[src/rtl/ifd_pkg.sv]
// Shared types and field positions for the instruction fetch/decode stage.
// The HALT state exists only when IFD_HALT_EN is defined.
package ifd_pkg;

`ifdef IFD_HALT_EN
  typedef enum logic [2:0] {S_IDLE, S_REQ, S_RESP, S_HOLD, S_HALT} ifd_state_e;
`else
  typedef enum logic [1:0] {S_IDLE, S_REQ, S_RESP, S_HOLD} ifd_state_e;
`endif

  localparam int OPC_MSB  = 31;
  localparam int OPC_LSB  = 26;
  localparam int RS_MSB   = 25;
  localparam int RS_LSB   = 21;
  localparam int RT_MSB   = 20;
  localparam int RT_LSB   = 16;
  localparam int RD_MSB   = 15;
  localparam int RD_LSB   = 11;
  localparam int FUNC_MSB = 5;
  localparam int FUNC_LSB = 0;
  localparam int IMM_MSB  = 15;
  localparam int IMM_LSB  = 0;

  localparam logic [5:0] OPC_RTYPE = 6'b000000;
  localparam logic [5:0] OPC_HALT  = 6'b111111;

  typedef struct packed {
    logic [5:0]  opc;
    logic [5:0]  func;
    logic [4:0]  rs;
    logic [4:0]  rt;
    logic [4:0]  rd;
    logic [15:0] imm16;
  } ifd_fields_t;

  function automatic logic is_halt(input logic [5:0] op);
    return op == OPC_HALT;
  endfunction

endpackage

[src/rtl/ifd_field_split.sv]
// Combinational split of a 32-bit MIPS word into datapath fields.
// func is only meaningful for R-type words and reads as zero otherwise.
module ifd_field_split
  import ifd_pkg::*;
(
  input  logic [31:0]  instr,
  output ifd_fields_t  fields
);

  always_comb begin
    fields       = '0;
    fields.opc   = instr[OPC_MSB:OPC_LSB];
    fields.rs    = instr[RS_MSB:RS_LSB];
    fields.rt    = instr[RT_MSB:RT_LSB];
    fields.rd    = instr[RD_MSB:RD_LSB];
    fields.imm16 = instr[IMM_MSB:IMM_LSB];
    fields.func  = (instr[OPC_MSB:OPC_LSB] == OPC_RTYPE) ? instr[FUNC_MSB:FUNC_LSB] : 6'd0;
  end

endmodule

[src/rtl/ifetch_decode.sv]
// Fetch/decode stage: REQ -> RESP -> HOLD loop with one-cycle PC redirect.
// Optional halt-on-opcode-111111 behaviour is enabled by IFD_HALT_EN.
module ifetch_decode
  import ifd_pkg::*;
#(
  parameter int                  PC_WIDTH = 8,
  parameter logic [PC_WIDTH-1:0] RESET_PC = '0
) (
  input  logic                clock,
  input  logic                reset,
  output logic                imem_en,
  output logic [PC_WIDTH-1:0] imem_addr,
  input  logic [31:0]         imem_rdata,
  output logic                out_valid,
  input  logic                out_ready,
  output logic [5:0]          opc,
  output logic [5:0]          func,
  output logic [4:0]          Number1,
  output logic [4:0]          Number2,
  output logic [4:0]          rd,
  output logic [15:0]         imm16,
  output logic [PC_WIDTH-1:0] pc_out,
  input  logic                redirect_valid,
  input  logic [PC_WIDTH-1:0] redirect_pc,
  output logic                halted
);

  ifd_state_e          state;
  logic [PC_WIDTH-1:0] pc;
  ifd_fields_t         fld;
  ifd_fields_t         split;

  ifd_field_split u_split (
    .instr  (imem_rdata),
    .fields (split)
  );

`ifdef IFD_HALT_EN
  logic halt_q;
  assign halted = halt_q;
`else
  assign halted = 1'b0;
`endif

  // imem_en/imem_addr are loaded on the edge that enters REQ so every output stays registered.
  always_ff @(posedge clock) begin
    if (reset) begin
      state     <= S_IDLE;
      pc        <= RESET_PC;
      imem_en   <= 1'b0;
      imem_addr <= RESET_PC;
      out_valid <= 1'b0;
      fld       <= '0;
      pc_out    <= '0;
`ifdef IFD_HALT_EN
      halt_q    <= 1'b0;
`endif
    end else if (redirect_valid) begin
      state     <= S_REQ;
      pc        <= redirect_pc;
      imem_en   <= 1'b1;
      imem_addr <= redirect_pc;
      out_valid <= 1'b0;
`ifdef IFD_HALT_EN
      halt_q    <= 1'b0;
`endif
    end else begin
      imem_en <= 1'b0;
      case (state)
        S_IDLE: begin
          state     <= S_REQ;
          imem_en   <= 1'b1;
          imem_addr <= pc;
        end
        S_REQ: state <= S_RESP;
        S_RESP: begin
          fld       <= split;
          pc_out    <= pc;
          pc        <= pc + 1'b1;
          out_valid <= 1'b1;
`ifdef IFD_HALT_EN
          if (is_halt(split.opc)) begin
            state  <= S_HALT;
            halt_q <= 1'b1;
          end else begin
            state  <= S_HOLD;
          end
`else
          state     <= S_HOLD;
`endif
        end
        S_HOLD: begin
          if (out_ready) begin
            out_valid <= 1'b0;
            state     <= S_REQ;
            imem_en   <= 1'b1;
            imem_addr <= pc;
          end
        end
`ifdef IFD_HALT_EN
        // The halt word is still handed over, but nothing further is fetched.
        S_HALT: if (out_ready) out_valid <= 1'b0;
`endif
        default: state <= S_IDLE;
      endcase
    end
  end

  assign opc     = fld.opc;
  assign func    = fld.func;
  assign Number1 = fld.rs;
  assign Number2 = fld.rt;
  assign rd      = fld.rd;
  assign imm16   = fld.imm16;

endmodule

[config.mk]
export PLATFORM = sky130hd
export DESIGN_NAME = ifetch_decode
export DESIGN_NICKNAME = d
export VERILOG_FILES = /design/src/rtl/ifd_pkg.sv /design/src/rtl/ifd_field_split.sv /design/src/rtl/ifetch_decode.sv
export SDC_FILE = /design/constraint.sdc
export NUM_CORES = 1
export LEC_CHECK = 0
export CORE_MARGIN = 2
export CORE_UTILIZATION = 45
export DETAILED_ROUTE_END_ITERATION = 8
export PLACE_DENSITY_LB_ADDON = 0.12
export SLEW_MARGIN = 10
export SYNTH_ARGS = -nofsm -noshare
export SYNTH_HDL_FRONTEND = slang
export SYNTH_HIERARCHICAL = 1
export SYNTH_SLANG_ARGS = --single-unit
[constraint.sdc]
create_clock -name clock -period 2.8 [get_ports clock]
set_clock_uncertainty 0.1 [all_clocks]
set_input_delay 0.42 -clock clock [delete_from_list [all_inputs] [get_ports clock]]
set_output_delay 0.42 -clock clock [all_outputs]
set_load 0.02 [all_outputs]
==> results.md, run 1 <==
* Synthesized net count at 437
* Global-route wire length before repair at 11.4 mm
* Dpl hpwl at 4.82 mm
* Clock Latency Late Sink at 340 ps
* Non-filler cells, final at 540
* # resized after CTS at 0
* Clk root buf: clkbuf_8
* Worst setup margin at 809 ps
* TNS Setup at 0 ps
* Initial antenna violation count at 0
* Post-synth EDFFs at 0
* Met3 Use GR at 0.0622
* Clock-pin transition on the worst setup and hold timing paths at 70 ps
* Largest net degree at the start of global routing at 48
* Worst reg2reg path startpoint: state[0]
* Residual DRC count at 0
* WHS Endpoint: rd[0]
* PortBufs at 104
* Die width at 88.0 um
* Most common library cell in the layout ignoring fill and taps: nand2_1
* Met2 Track Usage GR at 0.287
* Antenna cells at 0
* Max Transition Viols Final at 0
* Vias in the first global route at 2474
* Crit-path leading delay family: simple AND/OR/NAND/NOR gates
* IO Count at 106
* Core area at 0.00679 mm2
* TritonCTS sink count at 71
* Final setup fails at 0
* Final Hold Fails at 0
* Hold buffer count at CTS at 0
* Routability cong. at 0.749
* Power per cell area at 494 mW/mm2
* Setup crit end kind: register
* Grt total ovfl at 0
* CP peak stage delay at 560 ps
* CTS tree: yes
* CTS max path bufs at 2
* Hold Path Stages at 2
* HP Start: rd[0]
* Crit-path max FO at 22
* Unrepaired setup endpoints after global routing: no
* Startpoint class of the critical path: register
* CP Cell Sequence: inv_1, ha_1, nand2b_4, or4b_1, o211ai_1
* Post-CTS setup buffers at 0
* Initial DRC count at 153
* Reg2Reg Setup Slack at 810 ps
* Reg2reg path depth at 5
* Row count at 30
* WP data arrival at 2150 ps
* WL/cell at 13.1 um
* Share of flip-flops with an asynchronous set or reset at 0
* Vias at 2645
* Share of layout cells above drive strength 1 at 0.0541
* P&R area growth vs syn at 29.7%
* HP Class: reg2reg
* Min cycle time layout at 1990 ps
* CP Buf/Inv Count at 1
* Grt peak-use layer: met2
* Worst-margin pin slew at 872 ps
* Outcome: complete, no violations
* Yosys reg bits at 71
* Worst vdd ir at 0.000236 V
* Placed Instances at 526
* Syn. warnings at 6
* Met1 usage at 0.239
* Most frequent cells in the layout: 111 x nand2_1, 103 x clkdlybuf4s50_1, 71 x dfxtp_1, 55 x a21oi_1, 16 x a211oi_1
* Post-DRT Antenna Nets at 0
* Final design utilization at 0.606
* Mapped Cells at 387
* Setup WS pre-CTS at 765 ps
* Full die area at 0.00774 mm2
* Synth Area per Inst at 8.20 um2
* Worst path slowest cell: or4b_1
* # H-tree levels at 3
* CTS Buf Count at 9
* Pre-antenna DRT Iters at 5
* Period utilization at 0.711
* Max-slew headroom at 0.419
* Crit path kind: reg2reg
* Final wirelength at 7.08 mm
* Die height at 88.0 um
* Fmax at 502 MHz
* # nets final at 491
* Starting Density at 0.467
* Tot Pwr at 0.00203 W
* Data required, critical path at 2960 ps
* Leak at 1.45 nW
* Synth Cell Area at 0.00317 mm2
* Worst flop-to-flop path endpoint: pc[7]
* Vias/cell at 4.90
* GRT Resource Usage Total at 0.187
* Count of cell types in the netlist at 36
* Most common flop cell mapped by yosys: dfxtp_1
* Sequential share of the synthesized area at 0.448
* Maxcap violations at 0
## synth_stat cells (all sizes together), types with 3 or more instances
cell type / count / area, um2
nand4: 3 / 18.8
a21oi: 55 / 275
nor2: 8 / 30.0
dfxtp: 71 / 1420
clkbuf: 14 / 53.8
ha: 6 / 75.1
xor2: 4 / 35.0
nand2: 111 / 417
mux2i: 7 / 70.1
nand3: 3 / 15.0
buf: 52 / 368
and3: 6 / 37.5
inv: 4 / 15.0
a311oi: 5 / 43.8
a211oi: 16 / 120
o21ai: 3 / 15.0
## how the worst max path moves through the flow
stage,startpoint,endpoint,depth (start not counted)
global route,state[0],pc[7],5
floorplan,state[0],imem_addr[0],6
detailed placement,redirect_valid,imem_addr[7],5
CTS,state[0],pc[7],5
finish,state[0],pc[7],5
global placement,redirect_valid,imem_addr[0],5
## flip-flops by register name, summed over array words and instances, names as in the netlist
register	cells
Number1	5
Number2	5
func	6
imem_addr	8
imem_en	1
imm16	16
opc	6
out_valid	1
pc	8
pc_out	8
rd	5
state	2
## metrics by stage
stage,hold WS [ps],cell area [um2]
6_report,352,4120
5_1_grt,372,4120
2_1_floorplan,362,3170
3_3_place_gp,341,3950
3_5_place_dp,346,3950
4_1_cts,356,4120
## cells by family after synthesis
family,Yosys count,share of synthesized area
simple gates,142,0.193
flops,71,0.448
fa+ha+maj,6,0.0237
compound gates,84,0.156
xor+xnor,4,0.0110
buf+inv,70,0.138
other cells,1,0.00118
mux,9,0.0292
## routing by layer
| metal | part of all wire | vias to the layer above |
|---|---|---|
| li1 | - | 1356 |
| met1 | 0.45 | 1199 |
| met2 | 0.45 | 76 |
| met3 | 0.075 | 14 |
| met4 | 0.023 | 0 |
| met5 | 0 | - |
## cell type report
cell class	instances	area [um2]
inverters	4	15.0
clock inverters	1	5.00
well taps	96	120
repair buffers	109	1070
clock buffers	13	159
fillers	657	2680
multi-input cells	246	1320
flip-flops and latches	71	1420
## worst register-to-register path: cells and delay by family (launching register included)
family	cells	cell delay, ps
buffers and inverters	1	110
adders and majority gates	1	460
AOI/OAI and AO/OA	1	90
DFF	1	340
and+or+nand+nor	2	810
## power breakdown
group,switching [W],leakage [nW],internal [W],total (W)
sequential,0.0000260,0.577,0.00104,0.00107
clock,0.000349,0.0854,0.000360,0.000709
combinational,0.000125,0.783,0.000131,0.000257
(Power assumes the default switching activity.)
==> inputs of run 2 (changes only) <==
==> constraint.sdc (replaced) <==
create_clock -name clock -period 2.1 [get_ports clock]
set_clock_uncertainty 0.1 [all_clocks]
set_input_delay 0.315 -clock clock [delete_from_list [all_inputs] [get_ports clock]]
set_output_delay 0.315 -clock clock [all_outputs]
set_load 0.02 [all_outputs]
==> results.md, run 2 (synthesis results as in run 1) <==
* CTS max path bufs at 2
* GRT Resource Usage Total at 0.184
* Residual DRC count at 0
* Clock Latency Late Sink at 330 ps
* Vias at 2671
* Fin Hold WS at 347 ps
* Clk root buf: clkbuf_8
* # H-tree levels at 3
* Outcome: complete, no violations
* PortBufs at 104
* Leak at 1.47 nW
* Max-slew headroom at 0.654
* Grt total ovfl at 0
* Final wirelength at 6.94 mm
* CTS Buf Count at 9
* Final Hold Fails at 0
* Vias/cell at 4.94
* Most common library cell in the layout ignoring fill and taps: nand2_1
* Starting Density at 0.467
* Crit-path max FO at 51
* Die width at 88.0 um
* P&R area growth vs syn at 31.2%
* Placed Instances at 528
* TritonCTS sink count at 71
* TNS Setup at 0 ps
* WP data arrival at 2020 ps
* Global-route wire length before repair at 11.2 mm
* WL met3 at 490 um
* Routability cong. at 0.801
* Post-DRT Antenna Nets at 0
* Data required, critical path at 2260 ps
* Dpl hpwl at 4.89 mm
* Core area at 0.00679 mm2
* IO Count at 106
* Max Transition Viols Final at 0
* Worst-margin pin slew at 520 ps
* Non-filler cells, final at 541
* Fillcell total at 644
* Post-CTS setup buffers at 0
* Antenna cells at 0
* # resized after CTS at 0
* Largest net degree at the start of global routing at 52
* Full die area at 0.00774 mm2
* Worst vdd ir at 0.000303 V
* Clock-pin transition on the worst setup and hold timing paths at 70 ps
* # nets final at 493
* HP Class: in2reg
* Hold buffer count at CTS at 0
* Vias in the first global route at 2477
* Initial antenna violation count at 0
* WL/cell at 12.8 um
* Crit path kind: reg2reg
* Sequential cell area at 0.00142 mm2
* Initial DRC count at 168
* Power per cell area at 655 mW/mm2
* CTS tree: yes
* Setup crit end kind: register
* Tot Pwr at 0.00273 W
* Pre-antenna DRT Iters at 4
* Unrepaired setup endpoints after global routing: no
* Maxcap violations at 0
* Final setup fails at 0
* Die height at 88.0 um
* Met2 WL at 3.15 mm
* Min cycle time layout at 1870 ps
* Top layer in use: met4
* Share of layout cells above drive strength 1 at 0.0607
* Largest register FFs at 16
* Startpoint class of the critical path: register
* Period utilization at 0.889
* Most frequent cells in the layout: 111 x nand2_1, 103 x clkdlybuf4s50_1, 71 x dfxtp_1, 55 x a21oi_1, 16 x a211oi_1
* WL met1 at 3.13 mm
* Fmax at 535 MHz
* Row count at 30
* Area of the multi-input gates at 0.00132 mm2
==> run 2: where the power goes <==
| part | total, W | switching [W] | internal, W | leakage (nW) |
|---|---|---|---|---|
| clock | 0.000955 | 0.000451 | 0.000504 | 0.0902 |
| combinational | 0.000349 | 0.000168 | 0.000181 | 0.799 |
| sequential | 0.00142 | 0.0000349 | 0.00139 | 0.577 |
| total | 0.00273 | 0.000654 | 0.00207 | 1.47 |
==> run 2: critical path: stages, from the launching register on <==
cell and delay [ps]:
dfxtp_1 390, inv_1 100, ha_1 360, nand2b_4 130
buf_4 440, nand2_1 100, a21oi_1 160
==> run 2: path summary, 6_finish.rpt <==
| path | from | end | slack, ps | cells past startpoint |
|---|---|---|---|---|
| min reg2reg | func[0] | func[0] | 350 | 2 |
| max | state[0] | rd[0] | 230 | 6 |
| min | reset | imm16[14] | 350 | 2 |
| max reg2reg | state[0] | rd[0] | 230 | 6 |
==> run 2: final cells by class <==
class	count	share of cell area
repair buffers	111	0.268
inverters	4	0.00361
clock inverters	1	0.00120
multi-input cells	246	0.317
well taps	96	0.0289
flip-flops and latches	71	0.342
clock buffers	12	0.0397
==> run 2: metal layers <==
metal | track usage | vias up
li1 | - | 1356
met1 | 0.229 | 1218
met2 | 0.290 | 83
met3 | 0.0547 | 14
met4 | 0.0881 | 0
met5 | 0 | -
==> run 2: per-stage QoR <==
stage / area (um2) / worst slack, ps / utilization
2_1_floorplan: 3170 / 431 / -
3_3_place_gp: 3990 / 239 / 0.587
3_5_place_dp: 3990 / 208 / 0.587
4_1_cts: 4160 / 211 / 0.613
5_1_grt: 4160 / 67.0 / 0.613
6_report: 4160 / 233 / 0.613
